===== src/rtl/sprite_compositor_if.sv =====
// Pixel-side bundle between the sprite blocks, the compositor and the VGA stage.
// Latency: none (wires only).
// Backpressure: none; the pixel stream is free-running.
interface sprite_compositor_if #(
  parameter int NUM_OBJ = 4
);
  logic                       frame_start;
  logic                       pixel_valid;
  logic [NUM_OBJ-1:0][7:0]    obj_color;
  logic [7:0]                 bg_color;
  logic                       count_clear;
  logic [7:0]                 out_color;
  logic                       out_valid;
  logic                       collision_pulse;
  logic [NUM_OBJ-1:0]         collision_mask;
  logic [7:0]                 collision_count;

  // Pixel source / collision consumer side.
  modport master (
    output frame_start, pixel_valid, obj_color, bg_color, count_clear,
    input  out_color, out_valid, collision_pulse, collision_mask, collision_count
  );

  // Compositor side.
  modport slave (
    input  frame_start, pixel_valid, obj_color, bg_color, count_clear,
    output out_color, out_valid, collision_pulse, collision_mask, collision_count
  );
endinterface


===== src/rtl/sprite_compositor.sv =====
// Priority compositor of sprite colours over background, plus per-frame player/obstacle overlap report.
// Latency: 2 clk from pixel in to out_color/out_valid; frame_start to collision outputs also 2 clk.
// Backpressure: none; one pixel per clk, never stalls.
module sprite_compositor #(
  parameter int          NUM_OBJ    = 4,
  parameter int          PLAYER_IDX = 0,
  parameter logic [7:0]  MASK_VALUE = 8'h62
) (
  input  logic               clk,
  input  logic               resetN,
  sprite_compositor_if.slave bus
);

  // Stage 1 registers
  logic [NUM_OBJ-1:0][7:0] r_s1_obj;
  logic [7:0]              r_s1_bg;
  logic                    r_s1_vld;
  logic                    r_s1_fs;
  logic [NUM_OBJ-1:0]      r_s1_opq;

  // Stage 2 / output registers
  logic [7:0]              r_out_color;
  logic                    r_out_valid;
  logic                    r_pulse;
  logic [NUM_OBJ-1:0]      r_mask;
  logic [7:0]              r_count;
  logic [NUM_OBJ-1:0]      r_hit_acc;

  logic [NUM_OBJ-1:0]      w_opq;
  logic [7:0]              w_sel_color;
  logic [NUM_OBJ-1:0]      w_overlap;
  logic                    w_any_hit;

  // Transparency test on the raw sprite colours.
  always_comb begin
    w_opq = '0;
    for (int i = 0; i < NUM_OBJ; i++) begin
      w_opq[i] = (bus.obj_color[i] != MASK_VALUE);
    end
  end

  // S1: capture the pixel and its opacity flags.
  always_ff @(posedge clk or negedge resetN) begin
    if (!resetN) begin
      r_s1_obj <= '0;
      r_s1_bg  <= '0;
      r_s1_vld <= 1'b0;
      r_s1_fs  <= 1'b0;
      r_s1_opq <= '0;
    end else begin
      r_s1_obj <= bus.obj_color;
      r_s1_bg  <= bus.bg_color;
      r_s1_vld <= bus.pixel_valid;
      r_s1_fs  <= bus.frame_start;
      r_s1_opq <= w_opq;
    end
  end

  // Priority select: scanning from the lowest priority upward lets the lowest opaque index win.
  always_comb begin
    w_sel_color = r_s1_bg;
    for (int i = NUM_OBJ - 1; i >= 0; i--) begin
      if (r_s1_opq[i]) begin
        w_sel_color = r_s1_obj[i];
      end
    end
  end

  // Overlap of the player with every other object on a valid pixel; player bit stays 0.
  always_comb begin
    w_overlap = '0;
    for (int i = 0; i < NUM_OBJ; i++) begin
      if (i != PLAYER_IDX) begin
        w_overlap[i] = r_s1_vld && r_s1_opq[PLAYER_IDX] && r_s1_opq[i];
      end
    end
  end

  assign w_any_hit = |r_hit_acc;

  // S2 pixel output: blank colour outside the active area.
  always_ff @(posedge clk or negedge resetN) begin
    if (!resetN) begin
      r_out_color <= 8'h00;
      r_out_valid <= 1'b0;
    end else begin
      r_out_color <= r_s1_vld ? w_sel_color : 8'h00;
      r_out_valid <= r_s1_vld;
    end
  end

  // S2 collision accumulation; a frame boundary reports the closing frame and
  // reloads with the current pixel's overlap so it belongs to the new frame.
  always_ff @(posedge clk or negedge resetN) begin
    if (!resetN) begin
      r_hit_acc <= '0;
      r_mask    <= '0;
      r_pulse   <= 1'b0;
    end else if (r_s1_fs) begin
      r_mask    <= r_hit_acc;
      r_pulse   <= w_any_hit;
      r_hit_acc <= w_overlap;
    end else begin
      r_pulse   <= 1'b0;
      r_hit_acc <= r_hit_acc | w_overlap;
    end
  end

  // Collision frame counter: saturates at 255, clear has priority over increment.
  always_ff @(posedge clk or negedge resetN) begin
    if (!resetN) begin
      r_count <= 8'h00;
    end else if (bus.count_clear) begin
      r_count <= 8'h00;
    end else if (r_s1_fs && w_any_hit && (r_count != 8'hff)) begin
      r_count <= r_count + 8'd1;
    end
  end

  assign bus.out_color       = r_out_color;
  assign bus.out_valid       = r_out_valid;
  assign bus.collision_pulse = r_pulse;
  assign bus.collision_mask  = r_mask;
  assign bus.collision_count = r_count;

endmodule

===== src/flat_wrapper.sv =====
// flat-port wrapper written by rule: the top's interface ports become plain ports
module sprite_compositor_flat 
#(
  parameter int          NUM_OBJ    = 4,
  parameter int          PLAYER_IDX = 0,
  parameter logic [7:0]  MASK_VALUE = 8'h62
)
  (clk, resetN, bus_frame_start, bus_pixel_valid, bus_obj_color, bus_bg_color, bus_count_clear, bus_out_color, bus_out_valid, bus_collision_pulse, bus_collision_mask, bus_collision_count);
  sprite_compositor_if #(.NUM_OBJ(NUM_OBJ)) bus_i ();
  input  logic clk;
  input  logic resetN;
  input wire logic [$bits(bus_i.frame_start)-1:0] bus_frame_start;
  input wire logic [$bits(bus_i.pixel_valid)-1:0] bus_pixel_valid;
  input wire logic [$bits(bus_i.obj_color)-1:0] bus_obj_color;
  input wire logic [$bits(bus_i.bg_color)-1:0] bus_bg_color;
  input wire logic [$bits(bus_i.count_clear)-1:0] bus_count_clear;
  output wire logic [$bits(bus_i.out_color)-1:0] bus_out_color;
  output wire logic [$bits(bus_i.out_valid)-1:0] bus_out_valid;
  output wire logic [$bits(bus_i.collision_pulse)-1:0] bus_collision_pulse;
  output wire logic [$bits(bus_i.collision_mask)-1:0] bus_collision_mask;
  output wire logic [$bits(bus_i.collision_count)-1:0] bus_collision_count;
  assign bus_i.frame_start = bus_frame_start;
  assign bus_i.pixel_valid = bus_pixel_valid;
  assign bus_i.obj_color = bus_obj_color;
  assign bus_i.bg_color = bus_bg_color;
  assign bus_i.count_clear = bus_count_clear;
  assign bus_out_color = bus_i.out_color;
  assign bus_out_valid = bus_i.out_valid;
  assign bus_collision_pulse = bus_i.collision_pulse;
  assign bus_collision_mask = bus_i.collision_mask;
  assign bus_collision_count = bus_i.collision_count;
  sprite_compositor #(.NUM_OBJ(NUM_OBJ), .PLAYER_IDX(PLAYER_IDX), .MASK_VALUE(MASK_VALUE)) u_core (.clk(clk), .resetN(resetN), .bus(bus_i));
endmodule

===== config.mk =====
export PLATFORM = sky130hd
export DESIGN_NAME = sprite_compositor_flat
export DESIGN_NICKNAME = d
export VERILOG_FILES = /design/src/rtl/sprite_compositor_if.sv /design/src/rtl/sprite_compositor.sv /design/src/flat_wrapper.sv
export SDC_FILE = /design/constraint.sdc
export NUM_CORES = 1
export LEC_CHECK = 0
export ABC_AREA = 1
export BUFFER_PORTS_ARGS = -buffer_cell sky130_fd_sc_hd__buf_2
export CORE_UTILIZATION = 47
export CTS_CLUSTER_DIAMETER = 50
export CTS_CLUSTER_SIZE = 12
export DETAILED_ROUTE_END_ITERATION = 12
export GPL_TIMING_DRIVEN = 1
export PLACE_DENSITY_LB_ADDON = 0.05
export SYNTH_ARGS = -nofsm -noshare
export SYNTH_HDL_FRONTEND = slang
export SYNTH_SLANG_ARGS = --single-unit
export TNS_END_PERCENT = 30

===== constraint.sdc =====
create_clock -name clk -period 1.2 [get_ports clk]
set_clock_uncertainty 0.2 [all_clocks]
set_input_delay 0.06 -clock clk [delete_from_list [all_inputs] [get_ports clk]]
set_output_delay 0.06 -clock clk [all_outputs]
set_load 0.05 [all_outputs]

==> summary.txt <==
Outcome
  – Outcome: finished with violations
  – Failing checks: negative setup slack

Global route
  – Tot GR Track Use: 22.3%
  – Vias in the first global route: 2278
  – Initial antenna violation count: 0
  – Largest net degree at the start of global routing: 71
  – First-pass GRT wire length: ~10000 um
  – Overflow left after global routing: 0

Synth
  – Seq/Total Area, Yosys: 66.0%
  – Yosys cell types: 29
  – Syn. warnings: 0
  – Cells after Synth: 242
  – Total nets after synthesis: 288
  – Mapped Area: 0.00265 mm^2
  – Top cell type's share of synthesized area: 66.0%
  – Mean Syn Cell Area: 11.0 um^2
  – Top post-synthesis cells by area: dfrtp_1, nand3_1, inv_1, a21oi_1, nand2_1
  – Post-synthesis register bit count: 70
  – Post-synth top area cell: dfrtp_1

Final layout
  – Most frequent cells in the layout: dfrtp_1, buf_2, dlygate4sd3_1
  – Final Non-Filler Cells: 448
  – Commonest non-fill, non-tap cell in the layout: dfrtp_1
  – Fraction of layout cells with a size suffix above 1: 36.0%
  – Area growth syn-to-layout: 49.5%
  – Post-layout nets: ~420
  – ANT cells: 0
  – Fill cell count: 390

Detailed routing
  – Via Count: 2134
  – Drt wl/cell: approximately 13 um
  – Drt pass-1 iters: 6
  – Via/cell ratio: 4.76
  – Initial DRC count: between 70 and 80
  – ANT nets after route: 0
  – Routed wire length: 5980 um
  – Residual DRC: 0

Die
  – Core area: 0.00527 mm^2
  – Die width: approximately 77 um
  – Die area: 0.00595 mm^2
  – Die Ht: 77.1 um
  – FP Rows: 26
  – Initial core utilization: 50.4%
  – I/O Pins: 67

Setup path
  – Crit Path Class: reg2reg
  – Worst setup path start: u_core.bus.collision_count[1]
  – Worst reg2reg startpoint: u_core.bus.collision_count[1]
  – CP Data Required Time: 1210 ps
  – Crit Path Max Fanout: 7
  – CP startpoint kind: flip-flop
  – Crit. End Element: flip-flop
  – Crit path DAT: ~1400 ps

Power
  – Total Power: 4.87 mW
  – Power per cell area: 1230 mW/mm^2
  – Max VDD drop: ~0.97 mV
  – Leakage: between 1.5 and 2 nW

Timing
  – Max Slew Vio Count: 0
  – Setup violators final: 21
  – Worst setup margin: -212 ps
  – Worst Hold Slack: 67.6 ps
  – Setup TNS: -2480 ps
  – Period utilization: 118%
  – Fmax achieved: approximately 0.7 GHz
  – Final hold vios: 0
  – RSZ-0062 raised after global routing: true
  – Final min period: between 1000 and 1500 ps

CTS
  – Sink Count: 70
  – CTS tree: built
  – CTS Root Cell: clkbuf_8
  – Htree depth: 3
  – Clk slew on worst S/H paths: 70 ps
  – CTS max path bufs: 2
  – Num CTS Buffers: 9
  – # Post-CTS Setup Buffers: 0
  – Clk_lat worst skew: 330 ps

Placement
  – DP Wirelength: 3710 um
  – Placed insts: 390
  – Placer Congestion: 0.837
  – Port Buffers: 65

Worst hold path
  – Hold Path Class: in2async

Run
  – Max-cap violation count: 0
where the power goes:
group	leakage (nW)	switching, mW	internal (mW)	total, mW
registers	0.819	0.0568	2.48	2.54
clock network	0.0816	0.771	0.842	1.61
logic	1.01	0.390	0.328	0.718
total	1.91	1.22	3.65	4.87
cells by family (layout without fill, tap and decap cells):
logic type / Yosys count / after routing / synth area share [%]
AO/OA/AOI/OAI: 48 / 48 / 10.4
adder cells (fa/ha/maj): 1 / 1 / 0.471
flip-flops: 70 / 70 / 66.0
AND/OR/NAND/NOR: 85 / 85 / 16.5
buffers and inverters: 37 / 173 / 6.51
other: 1 / 1 / 0.141
per-layer routing:
layer	global-route usage, %	part of all wire (%)	wire, um	vias up
met3	5.12	3.7	220	4
met2	39.1	53	3170	58
li1	-	-	-	1071
met5	0	0	0	-
met4	7.92	0.99	59	0
met1	26.7	42	2530	1001
area by class of cell:
class | count | area [um^2] | share of cell area [%]
well taps | 70 | 87.6 | 2.21
multi-input cells | 135 | 798 | 20.1
repair buffers | 130 | 1050 | 26.4
clock buffers | 13 | 159 | 4.01
flip-flops and latches | 70 | 1760 | 44.3
inverters | 29 | 111 | 2.81
clock inverters | 1 | 7.51 | 0.189
critical path: stages (launching register included):
cell and delay [ps]:
dfrtp_2 400, ha_4 150, nand2_4 60, nor2_4 80
nand2_2 70, nand2_4 110, nand2_4 90, nand2_2 80
o21ai_2 50
cells in the mapped netlist (all sizes together):
cell type and count:
dfrtp 70, o211ai 8, nand3 22, nand4 4
ha 1, nor3 1, buf 6, inv 29
or2 8, clkbuf 2, o21ai 19, nand3b 1
nor2 13, a21oi 20, nor4 2, a31oi 1
nand2 31, conb 1, nor4b 3
state kept, by name, indices dropped and copies added (netlist names):
signal	flops
u_core.r_s1_opq	4
u_core.bus.collision_mask	3
u_core.r_s1_fs	1
u_core.bus.collision_pulse	1
u_core.r_s1_bg	8
u_core.bus.out_color	8
u_core.bus.out_valid	1
u_core.bus.collision_count	8
u_core.r_s1_obj	32
u_core.r_s1_vld	1
u_core.r_hit_acc	3
timing repair:
action                                  4_1_cts  5_1_grt
endpoints found under the hold margin       121        0
gates resized for setup                      33       19
hold buffers                                 44        0
pin swaps                                     3        5
endpoints found under the setup margin       27       35
stage by stage:
stage	utilization, %	instance area, um^2	setup WS [ps]
floorplan	-	2670	-369
global placement	60.6	3190	-163
global route	75.3	3970	-300
CTS	74.1	3910	-216
finish	75.3	3970	-212
detailed placement	60.6	3190	-192
final timing paths:
kind / endpoint / slack (ps) / cells past startpoint
worst min register to register: u_core.bus.collision_mask[1] / 320 / 2
min in group clk: u_core.r_s1_bg[5] / 160 / 2
worst max-delay path: u_core.bus.collision_count[4] / -210 / 8
worst min-delay path: u_core.bus.collision_count[3] / 70 / 3
max in group asynchronous: u_core.r_s1_obj[25] / 440 / 3
worst max register to register: u_core.bus.collision_count[4] / -210 / 8
Note: power is estimated with default switching activity, not from simulation.
